File: config.mk
export PLATFORM = sky130hd
export DESIGN_NAME = serializer_control
export DESIGN_NICKNAME = d
export VERILOG_FILES = /design/src/rtl/serializer_pkg.sv /design/src/rtl/serializer_control_shifter.sv /design/src/rtl/serializer_control.sv
export SDC_FILE = /design/constraint.sdc
export NUM_CORES = 1
export LEC_CHECK = 0
export ABC_AREA = 1
export CAP_MARGIN = 5
export CORE_UTILIZATION = 49
export CTS_BUF_LIST = sky130_fd_sc_hd__clkbuf_2 sky130_fd_sc_hd__clkbuf_4 sky130_fd_sc_hd__clkbuf_8
export CTS_CLUSTER_DIAMETER = 200
export DETAILED_ROUTE_END_ITERATION = 8
export MAX_ROUTING_LAYER = met4
export PLACE_DENSITY = 0.82
export SLEW_MARGIN = 20
export SYNTH_ARGS = -nofsm -noshare
export SYNTH_HDL_FRONTEND = slang
export SYNTH_SLANG_ARGS = --single-unit
File: constraint.sdc
create_clock -name clock -period 3.5 [get_ports clock]
set_clock_uncertainty 0.15 [all_clocks]
set_input_delay 0.525 -clock clock [delete_from_list [all_inputs] [get_ports clock]]
set_output_delay 0.525 -clock clock [all_outputs]
set_load 0.1 [all_outputs]
File: src/rtl/serializer_pkg.sv
// Shared definitions for the word-to-beat serializer: FSM state encoding and
// beat-counter sizing.
package serializer_pkg;

    typedef enum logic {
        IDLE  = 1'b0,
        SHIFT = 1'b1
    } state_t;

    // Beat counter needs at least one bit even when a word is a single beat.
    function automatic int unsigned beat_width(input int unsigned n);
        return (n > 1) ? $clog2(n) : 1;
    endfunction

endpackage

File: src/rtl/serializer_control_shifter.sv
// Parallel-load shift register of `count` slices of `width` bits; shifts
// toward slice 0, which is presented on serial_out. Contents are not reset.
module shifter #(
    parameter int unsigned count = 4,
    parameter int unsigned width = 8
) (
    input  logic                     clock,
    input  logic                     enable,
    input  logic                     load,
    input  logic [count*width-1:0]   parallel_in,
    input  logic [width-1:0]         serial_in,
    output logic [width-1:0]         serial_out
);

    logic [count*width-1:0] data_q;
    logic [count*width-1:0] data_d;
    logic [count*width-1:0] shifted;

    generate
        if (count == 1) begin : g_single
            assign shifted = serial_in;
        end else begin : g_multi
            assign shifted = {serial_in, data_q[count*width-1:width]};
        end
    endgenerate

    always_comb begin
        data_d = data_q;
        if (enable) begin
            data_d = load ? parallel_in : shifted;
        end
    end

    always_ff @(posedge clock) begin
        data_q <= data_d;
    end

    assign serial_out = data_q[width-1:0];

endmodule

File: src/rtl/serializer_control.sv
// Sequences a shifter as a word-to-beat serializer: one count*width word in,
// count beats of width bits out, LSB slice first, with zero-bubble reload.
module serializer_control
    import serializer_pkg::*;
#(
    parameter int unsigned count = 4,
    parameter int unsigned width = 8
) (
    input  logic                     clock,
    input  logic                     reset,
    input  logic [count*width-1:0]   in_data,
    input  logic                     in_valid,
    output logic                     in_ready,
    output logic [width-1:0]         out_data,
    output logic                     out_valid,
    input  logic                     out_ready,
    output logic                     out_last,
    input  logic                     flush,
    output logic                     busy
);

    localparam int unsigned BW = beat_width(count);
    localparam logic [BW-1:0] LAST_BEAT = BW'(count - 1);

    state_t          state_q;
    state_t          state_d;
    logic [BW-1:0]   beat_q;
    logic [BW-1:0]   beat_d;
    logic            sh_enable;
    logic            sh_load;
    logic [width-1:0] sh_out;

    shifter #(
        .count (count),
        .width (width)
    ) u_shifter (
        .clock       (clock),
        .enable      (sh_enable),
        .load        (sh_load),
        .parallel_in (in_data),
        .serial_in   ('0),
        .serial_out  (sh_out)
    );

    assign out_valid = (state_q == SHIFT);
    assign busy      = out_valid;
    assign out_last  = out_valid && (beat_q == LAST_BEAT);
    // Combinational from out_ready so a new word can load on the last beat.
    assign in_ready  = !flush && ((state_q == IDLE) || (out_last && out_ready));
    assign out_data  = out_valid ? sh_out : '0;

    always_comb begin
        state_d   = state_q;
        beat_d    = beat_q;
        sh_enable = 1'b0;
        sh_load   = 1'b0;
        if (flush) begin
            // The beat shown during a flush is discarded, not transferred.
            if (state_q == SHIFT) begin
                state_d = IDLE;
                beat_d  = '0;
            end
        end else begin
            unique case (state_q)
                IDLE: begin
                    if (in_valid) begin
                        sh_enable = 1'b1;
                        sh_load   = 1'b1;
                        beat_d    = '0;
                        state_d   = SHIFT;
                    end
                end
                SHIFT: begin
                    if (out_ready) begin
                        if (!out_last) begin
                            sh_enable = 1'b1;
                            beat_d    = beat_q + BW'(1);
                        end else if (in_valid) begin
                            sh_enable = 1'b1;
                            sh_load   = 1'b1;
                            beat_d    = '0;
                        end else begin
                            state_d = IDLE;
                        end
                    end
                end
                default: state_d = IDLE;
            endcase
        end
    end

    always_ff @(posedge clock or posedge reset) begin
        if (reset) begin
            state_q <= IDLE;
            beat_q  <= '0;
        end else begin
            state_q <= state_d;
            beat_q  <= beat_d;
        end
    end

endmodule

==> flow_metrics.env <==
export IMPL_power_density_mw_per_mm2=441
export IMPL_synth_simple_area_share=0.290
export IMPL_design_core_area_mm2=0.00336
export IMPL_insertion_delay_ns=0.33
export IMPL_drt_wl_total_mm=3.22
export IMPL_synth_area_leaders="edfxtp_1, nand2_1, nand4_1"
export IMPL_cts_resized=0
export IMPL_io_buffers=48
export IMPL_final_area_mm2=0.00226
export IMPL_status="finished clean"
export IMPL_cts_tree="yes"
export IMPL_hpwl_mm=2.14
export IMPL_path_class="in2out"
export IMPL_place_inst=273
export IMPL_cp_start_kind="input port"
export IMPL_synth_compound_area_frac=0.00289
export IMPL_n_antenna_cell=0
export IMPL_grt_pass1_vias=1286
export IMPL_static_leakage_power_nw=1.07
export IMPL_clockBufferDepth=2
export IMPL_rsz0062_at_grt="no"
export IMPL_ys_seq_area_frac=0.599
export IMPL_grtUsageTotal=0.196
export IMPL_antenna_found_initial=0
export IMPL_std_cell_rows=21
export IMPL_cts_buffers=5
export IMPL_start_util=0.515
export IMPL_avgRoutedWirePerCell_um=11.4
export IMPL_setup_ws_ns=0.833
export IMPL_die_x_um=61.4
export IMPL_drive_above_1_share=0.119
export IMPL_ctsHoldBuffers=0
export IMPL_r2r_end="u_shifter.data_q[23]"
export IMPL_cts_root_buf="clkbuf_4"
export IMPL_slew_headroom=0.655
export IMPL_drc=0
export IMPL_die_h_um=61.4
export IMPL_dpl_worst_slack_ns=0.834
export IMPL_synth_common_cells="nand2_1, edfxtp_1, inv_1, nand4_1, nor2_1"
export IMPL_nNetsFinal=272
export IMPL_path_cells="clkdlybuf4s50_1 -> inv_2 -> nand2_1 -> nor2_1 -> buf_12"
export IMPL_crit_fanout=28
export IMPL_fmax_mhz=375
export IMPL_final_hold_violation_count=0
export IMPL_place_area_mm2=0.00221
export IMPL_end_kind="output port"
export IMPL_num_vias=1387
export IMPL_syn_cell_area_mm2=0.00173
export IMPL_maxCapViolCount=0
export IMPL_grt_max_degree=33
export IMPL_yosys_area_share_adder=0.00723
export IMPL_path_clk_slew_ns=0.10
export IMPL_synth_async_reset_ratio=0.0857
export IMPL_htree_levels=2
export IMPL_max_stage_delay_ns=0.43
export IMPL_overflow=0
export IMPL_via_per_inst=4.94
export IMPL_finalCritPeriodShare=0.762
export IMPL_numClockSinks=35
export IMPL_area_growth_pct=30.9
export IMPL_required_ns=2.82
export IMPL_ir_worst_vdd_mv=0.263
export IMPL_worst_pin_slew_ns=0.518
export IMPL_mappedNetlistNets=226
export IMPL_synth_flop_cell="edfxtp_1"
export IMPL_layoutNonFillerInstCount=281
export IMPL_gp_congestion=0.770
export IMPL_worst_hold_path_type="in2async"
export IMPL_slew_violations=0
export IMPL_io_pins=49
export IMPL_drt_first_iter_violations=80
export IMPL_yosys_area_share_xor_xnor=0
export IMPL_syn_area_per_cell_um2=9.20
export IMPL_synth_edf_count=32
export IMPL_grt_pass1_wl_mm=5.06
export IMPL_ys_types=16
export IMPL_post_cts_setup_buffers=0
export IMPL_ys_warnings_count=0
export IMPL_slowest_stage="clkdlybuf4s50_1"
export IMPL_ys_seq_elements=35
export IMPL_reg2regPathDepth=5
export IMPL_yosysTopAreaCellShare=0.555
export IMPL_worstReg2RegStart="busy"
export IMPL_finalSetupTns_ns=0
export IMPL_layout_min_cycle_time_ns=2.67
export IMPL_critPathArrivalTime_ns=1.99
export IMPL_synth_most_common_cell="nand2_1"
export IMPL_utilization=0.673
export IMPL_dieArea_mm2=0.00377
export IMPL_antenna_left=0
export IMPL_synth_top_family_by_area="simple AND/OR/NAND/NOR gates"
export IMPL_drtPass1Iterations=4
export IMPL_reg2reg_slack_ns=1.43
export IMPL_finalSetupViolCount=0
export IMPL_muxShareOfSynthArea=0
export IMPL_synth_cells=188
export IMPL_yosys_area_top_type="edfxtp_1"
-- logic make-up (layout without fill, tap and decap cells) --
| kind of cell | after synthesis | in the layout |
|---|---|---|
| AOI/OAI and AO/OA | 1 | 1 |
| and+or+nand+nor | 113 | 113 |
| buffers and inverters | 38 | 85 |
| adders and majority gates | 1 | 1 |
| DFF | 35 | 35 |
-- per-stage QoR --
| step | total power [mW] | hold WS [ns] |
|---|---|---|
| 2_1_floorplan | 0.714 | 0.129 |
| 3_3_place_gp | 0.787 | 0.339 |
| 3_5_place_dp | 0.794 | 0.346 |
| 4_1_cts | 1.01 | 0.171 |
| 5_1_grt | 1.06 | 0.173 |
| 6_report | 0.999 | 0.192 |
-- critical path, delay by kind of cell --
kind                   cells  cell delay [ns]
buffers and inverters      3             1.00
AND/OR/NAND/NOR            2             0.46
-- layout make-up --
class,count,area [um2]
Fill cell,286,1100
Sequential cell,35,1040
Multi-Input combinational cell,115,531
Timing Repair Buffer,51,485
Inverter,26,97.6
Tap cell,46,57.6
Clock buffer,6,45.0
Clock inverter,2,12.5
-- layout by cell type (no fill, tap or decap), drive strengths merged --
cell type and instances:
a21oi 1, buf 15, clkbuf 6, ha 1
nor2 13, nand3 3, clkdlybuf4s50 36, nand4 25
dfrtp 3, nand2 72, clkinvlp 1, inv 26
clkinv 1, edfxtp 32
-- registers in the layout, summed over array words and instances, names as in the netlist --
name              count
beat_q                2
busy                  1
u_shifter.data_q     32
-- metal layers --
metal,track usage,up-vias,share of wire
li1,-,707,-
met1,0.202,612,0.42
met2,0.343,61,0.50
met3,0.0462,7,0.059
met4,0.111,0,0.021
met5,-,-,0
-- worst max path at each step --
| stage | startpoint | to | depth (start not counted) | slack, ns |
|---|---|---|---|---|
| after global routing | flush | in_ready | 5 | 0.74 |
| after global placement | flush | in_ready | 5 | 0.88 |
| after detailed placement | flush | in_ready | 5 | 0.83 |
| after CTS | flush | in_ready | 5 | 0.82 |
| final | flush | in_ready | 5 | 0.83 |
| after floorplan | busy | u_shifter.data_q[0] | 2 | 0.05 |
-- power breakdown --
part | leakage [nW] | switching (mW) | total [mW] | internal, mW
Combinational | 0.696 | 0.176 | 0.265 | 0.0885
Clock | 0.0317 | 0.129 | 0.215 | 0.0852
Sequential | 0.343 | 0.0161 | 0.520 | 0.503
Total | 1.07 | 0.322 | 0.999 | 0.677
Power figures use the tool's default switching activity.
==> variant 1 (same settings) <==
`width` is set to 8 in 2 places; all go to 7.
--- a/src/rtl/serializer_control_shifter.sv
+++ b/src/rtl/serializer_control_shifter.sv
@@ -3,5 +3,5 @@
 module shifter #(
     parameter int unsigned count = 4,
-    parameter int unsigned width = 8
+    parameter int unsigned width = 7
 ) (
     input  logic                     clock,
--- a/src/rtl/serializer_control.sv
+++ b/src/rtl/serializer_control.sv
@@ -5,5 +5,5 @@
 #(
     parameter int unsigned count = 4,
-    parameter int unsigned width = 8
+    parameter int unsigned width = 7
 ) (
     input  logic                     clock,
Ports: changed (resized in_data and out_data); port bits go from 49 to 44. No check against the original RTL was run, so the function may have changed too.
==> variant 1 against the unedited design <==
Via count shrank 4.8%. Worst hold slack gained 34 ps. Critical path type unchanged. Worst setup slack gained 130 ps. Global-route usage grew 2.6 points. Cell area shrank 11%. Area after synthesis shrank 11%. Routed wire length grew 3.4%. Power shrank 9.8%. Sequential cell count shrank 4. First-iteration DRC count shrank 46%.
==> variant 1: results (changes against the unedited design) <==
{| class="wikitable"
! Metric !! Value
|-
| Outcome || finished, final reports clean
|-
| Layout buffering overhead excluding clock cells || 21.7% (+0.22 points)
|-
| Number of global-route vias before repair || 1283 (-0.23%)
|-
| Sequential-to-total area share from yosys stat || 59.4% (-0.50 points)
|-
| Destination of the worst register-to-register timing path || u_shifter.data_q[18]$_DFFE_PP_
|-
| Register area || 916 um2 (-12%)
|-
| Pin count of the biggest net entering global routing || 29 (-12%)
|-
| Detail-routed via count per cell || 5.22 (+5.8%)
|-
| Total power per unit cell area || 446 nW/um2 (+1.0%)
|-
| Starting DRC count in detailed routing || 43 (-46%)
|-
| Tightest Pin Transition || 652 ps (+133 ps)
|-
| Combinational group power || 0.000251 W (-5%)
|-
| Detailed Place HPWL || 2340 um (+9.5%)
|-
| Number of buffer cells added on primary ports || 43 (-10%)
|-
| EDFF count, synth || 28 (-13%)
|-
| Internal power || 0.000607 W (-10%)
|-
| Filler Cells Inserted || 212 (-26%)
|-
| Count of multi-input gates || 104 (-9.6%)
|-
| Leakage power || 0.956 nW (-11%)
|-
| Clock Latency Late Sink || 310 ps (-20 ps)
|-
| Count of nets after finishing || 246 (-9.6%)
|-
| Data arrival time of the critical path || 1860 ps (-130 ps)
|-
| Clock tree cell share of total cell area || 2.23% (-0.31 points)
|-
| Ranking of synthesized cells by area || edfxtp_1 (55%), nand2_1 (16%), nand4_1 (8.5%)
|-
| Post-Synthesis Net Count || 203 (-10%)
|-
| Peak supply drop || 0.000331 V (+26%)
|-
| Wirelength per Cell || 13.1 um (+15%)
|-
| Fraction of final layout cells with drive strength greater than 1 || 10.9% (-1.0 points)
|-
| Wire length of the first global-routing pass || 5400 um (+6.7%)
|}
-- variant 1: cell types whose count changed in the layout (fill, tap and decap cells not counted), moves of 2 or more --
cell / before / now
nand2_1: 70 / 64
edfxtp_1: 32 / 28
inv_1: 25 / 23
nand4_1: 24 / 21
clkdlybuf4s50_1: 36 / 32
-- variant 1: worst reg2reg max path, stage by stage, from the launching register on --
cell and delay [ps]:
dfrtp_1 560, nand2_1 230, nand2_1 140, a21oi_2 130
buf_4 350
-- variant 1: metal layers --
metal	up-vias	GRT usage (%)	wire (um)
met5	-	-	0
met4	0	5.44	53
met3	8	6.92	192
met2	63	37.4	1770
met1	615	26.0	1310
li1	635	-	-
-- variant 1: per-stage QoR --
stage	util (%)	worst slack, ps	hold WS [ps]	cell area (um2)	instances
detailed placement	68.7	977	349	1980	247
global placement	68.7	1020	341	1980	247
CTS	70.3	974	223	2020	253
finish	70.3	966	226	2020	253
global route	70.3	876	220	2020	253
floorplan	-	250	129	1540	169
-- variant 1: cell families (layout without fill, tap and decap cells) --
family                   after synthesis  after routing  share of synthesized area (%)
buffers and inverters                 34             76                           9.73
flip-flops                            31             31                           59.4
AO/OA/AOI/OAI                          1              1                          0.324
adder cells (fa/ha/maj)                1              1                          0.811
AND/OR/NAND/NOR                      102            102                           29.8
-- variant 1: worst max path at each step --
stage	startpoint	end	slack, ps	depth (start not counted)
after floorplan	busy$_DFF_PP0_	u_shifter.data_q[0]$_DFFE_PP_	250	2
after global placement	flush	in_ready	1020	6
after detailed placement	flush	in_ready	980	6
after CTS	flush	in_ready	970	6
after global routing	flush	in_ready	880	6
final	flush	in_ready	970	6
==> variant 2 (config.mk and constraints unchanged) <==
Made on the original files. Reset style: synchronous (`reset`), changed in one clocked block.
--- a/src/rtl/serializer_control.sv
+++ b/src/rtl/serializer_control.sv
@@ -90,5 +90,5 @@
     end
 
-    always_ff @(posedge clock or posedge reset) begin
+    always_ff @(posedge clock) begin
         if (reset) begin
             state_q <= IDLE;
Behaviour: differs if reset is asserted again (counterexample within 4 cycles, from zero or initial values and one cycle with reset high); with reset held inactive, the same outputs for 10 cycles.
==> variant 2 against the unedited design <==
Sequential cell count stayed put. Largest cell class unchanged. Area after synthesis is 2.3% higher. First-iteration DRC count is 43% lower. Cell area is 1.3% higher. Power is 13% lower. Worst setup slack better by 360 ps. Critical path type is now input pin to register. Routed wire length is 20% lower.
==> variant 2: results (changes against the unedited design) <==
{| class="wikitable"
! Metric !! Value
|-
| Filler Cells Inserted || 265 (-7.3%)
|-
| Count of nets after finishing || 263 (-3.3%)
|-
| Weighted congestion at the end of routability-driven global placement || 0.757 (-1.7%)
|-
| Top register by number of flip-flops || u_shifter.data_q
|-
| Met3 track demand over resource || 4.04% (-0.58 points)
|-
| Ranking of synthesized cells by area || edfxtp_1 (54%), inv_1 (10%), o21ai_2 (6.9%)
|-
| Via count of the routed design || 1192 (-14%)
|-
| Number of global-route vias before repair || 1072 (-17%)
|-
| Most common library cells after synthesis || inv_1 (48), edfxtp_1 (32), nand2_1 (20), nand2_2 (17), o21ai_2 (14)
|-
| Detailed-routing iteration count for the pre-antenna-repair pass || 3 (-1)
|-
| Tightest Pin Transition || 535 ps (+16.5 ps)
|-
| Reg2reg start || busy$_SDFF_PP0_
|-
| Fraction of final layout cells with drive strength greater than 1 || 27.9% (+16 points)
|-
| Number of library cell types mapped by synthesis || 22 (+6)
|-
| Proportion of synthesized flip-flops having asynchronous set or reset || 0% (-8.6 points)
|-
| Total Routing Usage GR || 15.4% (-4.2 points)
|-
| Setup slack after placement || 838 ps (+3.80 ps)
|-
| Destination of the worst register-to-register timing path || u_shifter.data_q[20]$_DFFE_PP_
|-
| Met2 track utilization from global routing || 24.5% (-9.9 points)
|-
| Met1 demand-to-capacity share in global routing || 18.6% (-1.6 points)
|-
| Synthesized instance count || 175 (-6.9%)
|-
| Wire length of the first global-routing pass || 4460 um (-12%)
|-
| Sequential-to-total area share from yosys stat || 57.7% (-2.2 points)
|-
| Number of stages on the worst hold path || 1
|-
| Worst Hold Launch || beat_q[0]$_SDFFE_PP0P_
|-
| Data arrival time of the critical path || 2250 ps (+260 ps)
|-
| Post-Synthesis Net Count || 213 (-5.8%)
|-
| Detailed Place HPWL || 1890 um (-12%)
|-
| Starting DRC count in detailed routing || 46 (-43%)
|-
| Root cell of the clock tree || clkbuf_4
|-
| Pin count of the biggest net entering global routing || 34 (+3.0%)
|-
| Min-Delay Path Class || register to register
|-
| Peak supply drop || 0.000210 V (-20%)
|-
| Leakage power || 1.07 nW (+0.19%)
|-
| Outcome || finished, final reports clean
|-
| Post-detailed-routing wire length || 2570 um (-20%)
|-
| CP max FO || 23 (-18%)
|-
| Slack of the worst reg-to-reg path || 1390 ps (-40 ps)
|}
-- variant 2: cell count changes in the layout (fill, tap and decap cells not counted), sizes merged --
cell	delta
nand2	-35
nor3	+1
nor2	-1
inv	+22
clkinv	+1
dfxtp	+3
nand3	-1
a21boi	+1
o21ai	+26
clkinvlp	-1
a21oi	+3
nand4	-25
dfrtp	-3
-- variant 2: cell families after synthesis --
| kind of cell | after synthesis | synth area share [%] |
|---|---|---|
| adders and majority gates | 1 | 0.707 |
| DFF | 35 | 57.7 |
| AOI/OAI and AO/OA | 31 | 12.1 |
| buffers and inverters | 56 | 14.5 |
| and+or+nand+nor | 52 | 15.1 |
-- variant 2: how the worst max path moves through the flow --
| stage | depth (start not counted) | endpoint | slack [ps] | startpoint |
|---|---|---|---|---|
| floorplan | 3 | in_ready | 600 | busy$_SDFF_PP0_ |
| global placement | 7 | u_shifter.data_q[16]$_DFFE_PP_ | 890 | out_ready |
| detailed placement | 7 | u_shifter.data_q[16]$_DFFE_PP_ | 840 | out_ready |
| CTS | 4 | in_ready | 1190 | busy$_SDFF_PP0_ |
| global route | 4 | in_ready | 1050 | busy$_SDFF_PP0_ |
| finish | 7 | u_shifter.data_q[20]$_DFFE_PP_ | 1190 | out_ready |
-- variant 2: power by group --
part           switching [W]  total, W  internal, W
Sequential         0.0000104  0.000499     0.000488
Combinational      0.0000999  0.000171    0.0000710
Clock               0.000122  0.000204    0.0000821
Total               0.000232  0.000874     0.000642
-- variant 2: cell type report --
cell class / instances / area [um2] / area share [%]
multi-input combinational: 84 / 498 / 21.7
tap: 46 / 57.6 / 2.51
inverter: 48 / 180 / 7.85
sequential: 35 / 1020 / 44.5
timing repair buffer: 51 / 485 / 21.2
clock inverter: 2 / 7.51 / 0.327
clock buffer: 6 / 45.0 / 1.96
-- variant 2: metal layers --
metal / routed length (um) / share of wire, % / vias up
li1: - / - / 643
met1: 1150 / 45 / 510
met2: 1240 / 48 / 34
met3: 132 / 5.1 / 5
met4: 45 / 1.8 / 0
met5: 0 / 0 / -
-- variant 2: worst max-delay path, cell delays in order --
cell             delay, ps
clkdlybuf4s50_1        500
inv_1                   60
a21oi_2                190
nand3_2                460
buf_4                  390
nand2_2                 70
o21ai_1                 50
-- variant 2: stage by stage --
step           hold WS (ps)  std cells  instance area [um2]
6_report                343        272                 2290
3_3_place_gp            303        264                 2240
5_1_grt                 371        272                 2290
4_1_cts                 339        272                 2290
2_1_floorplan           282        175                 1780
3_5_place_dp            326        264                 2240
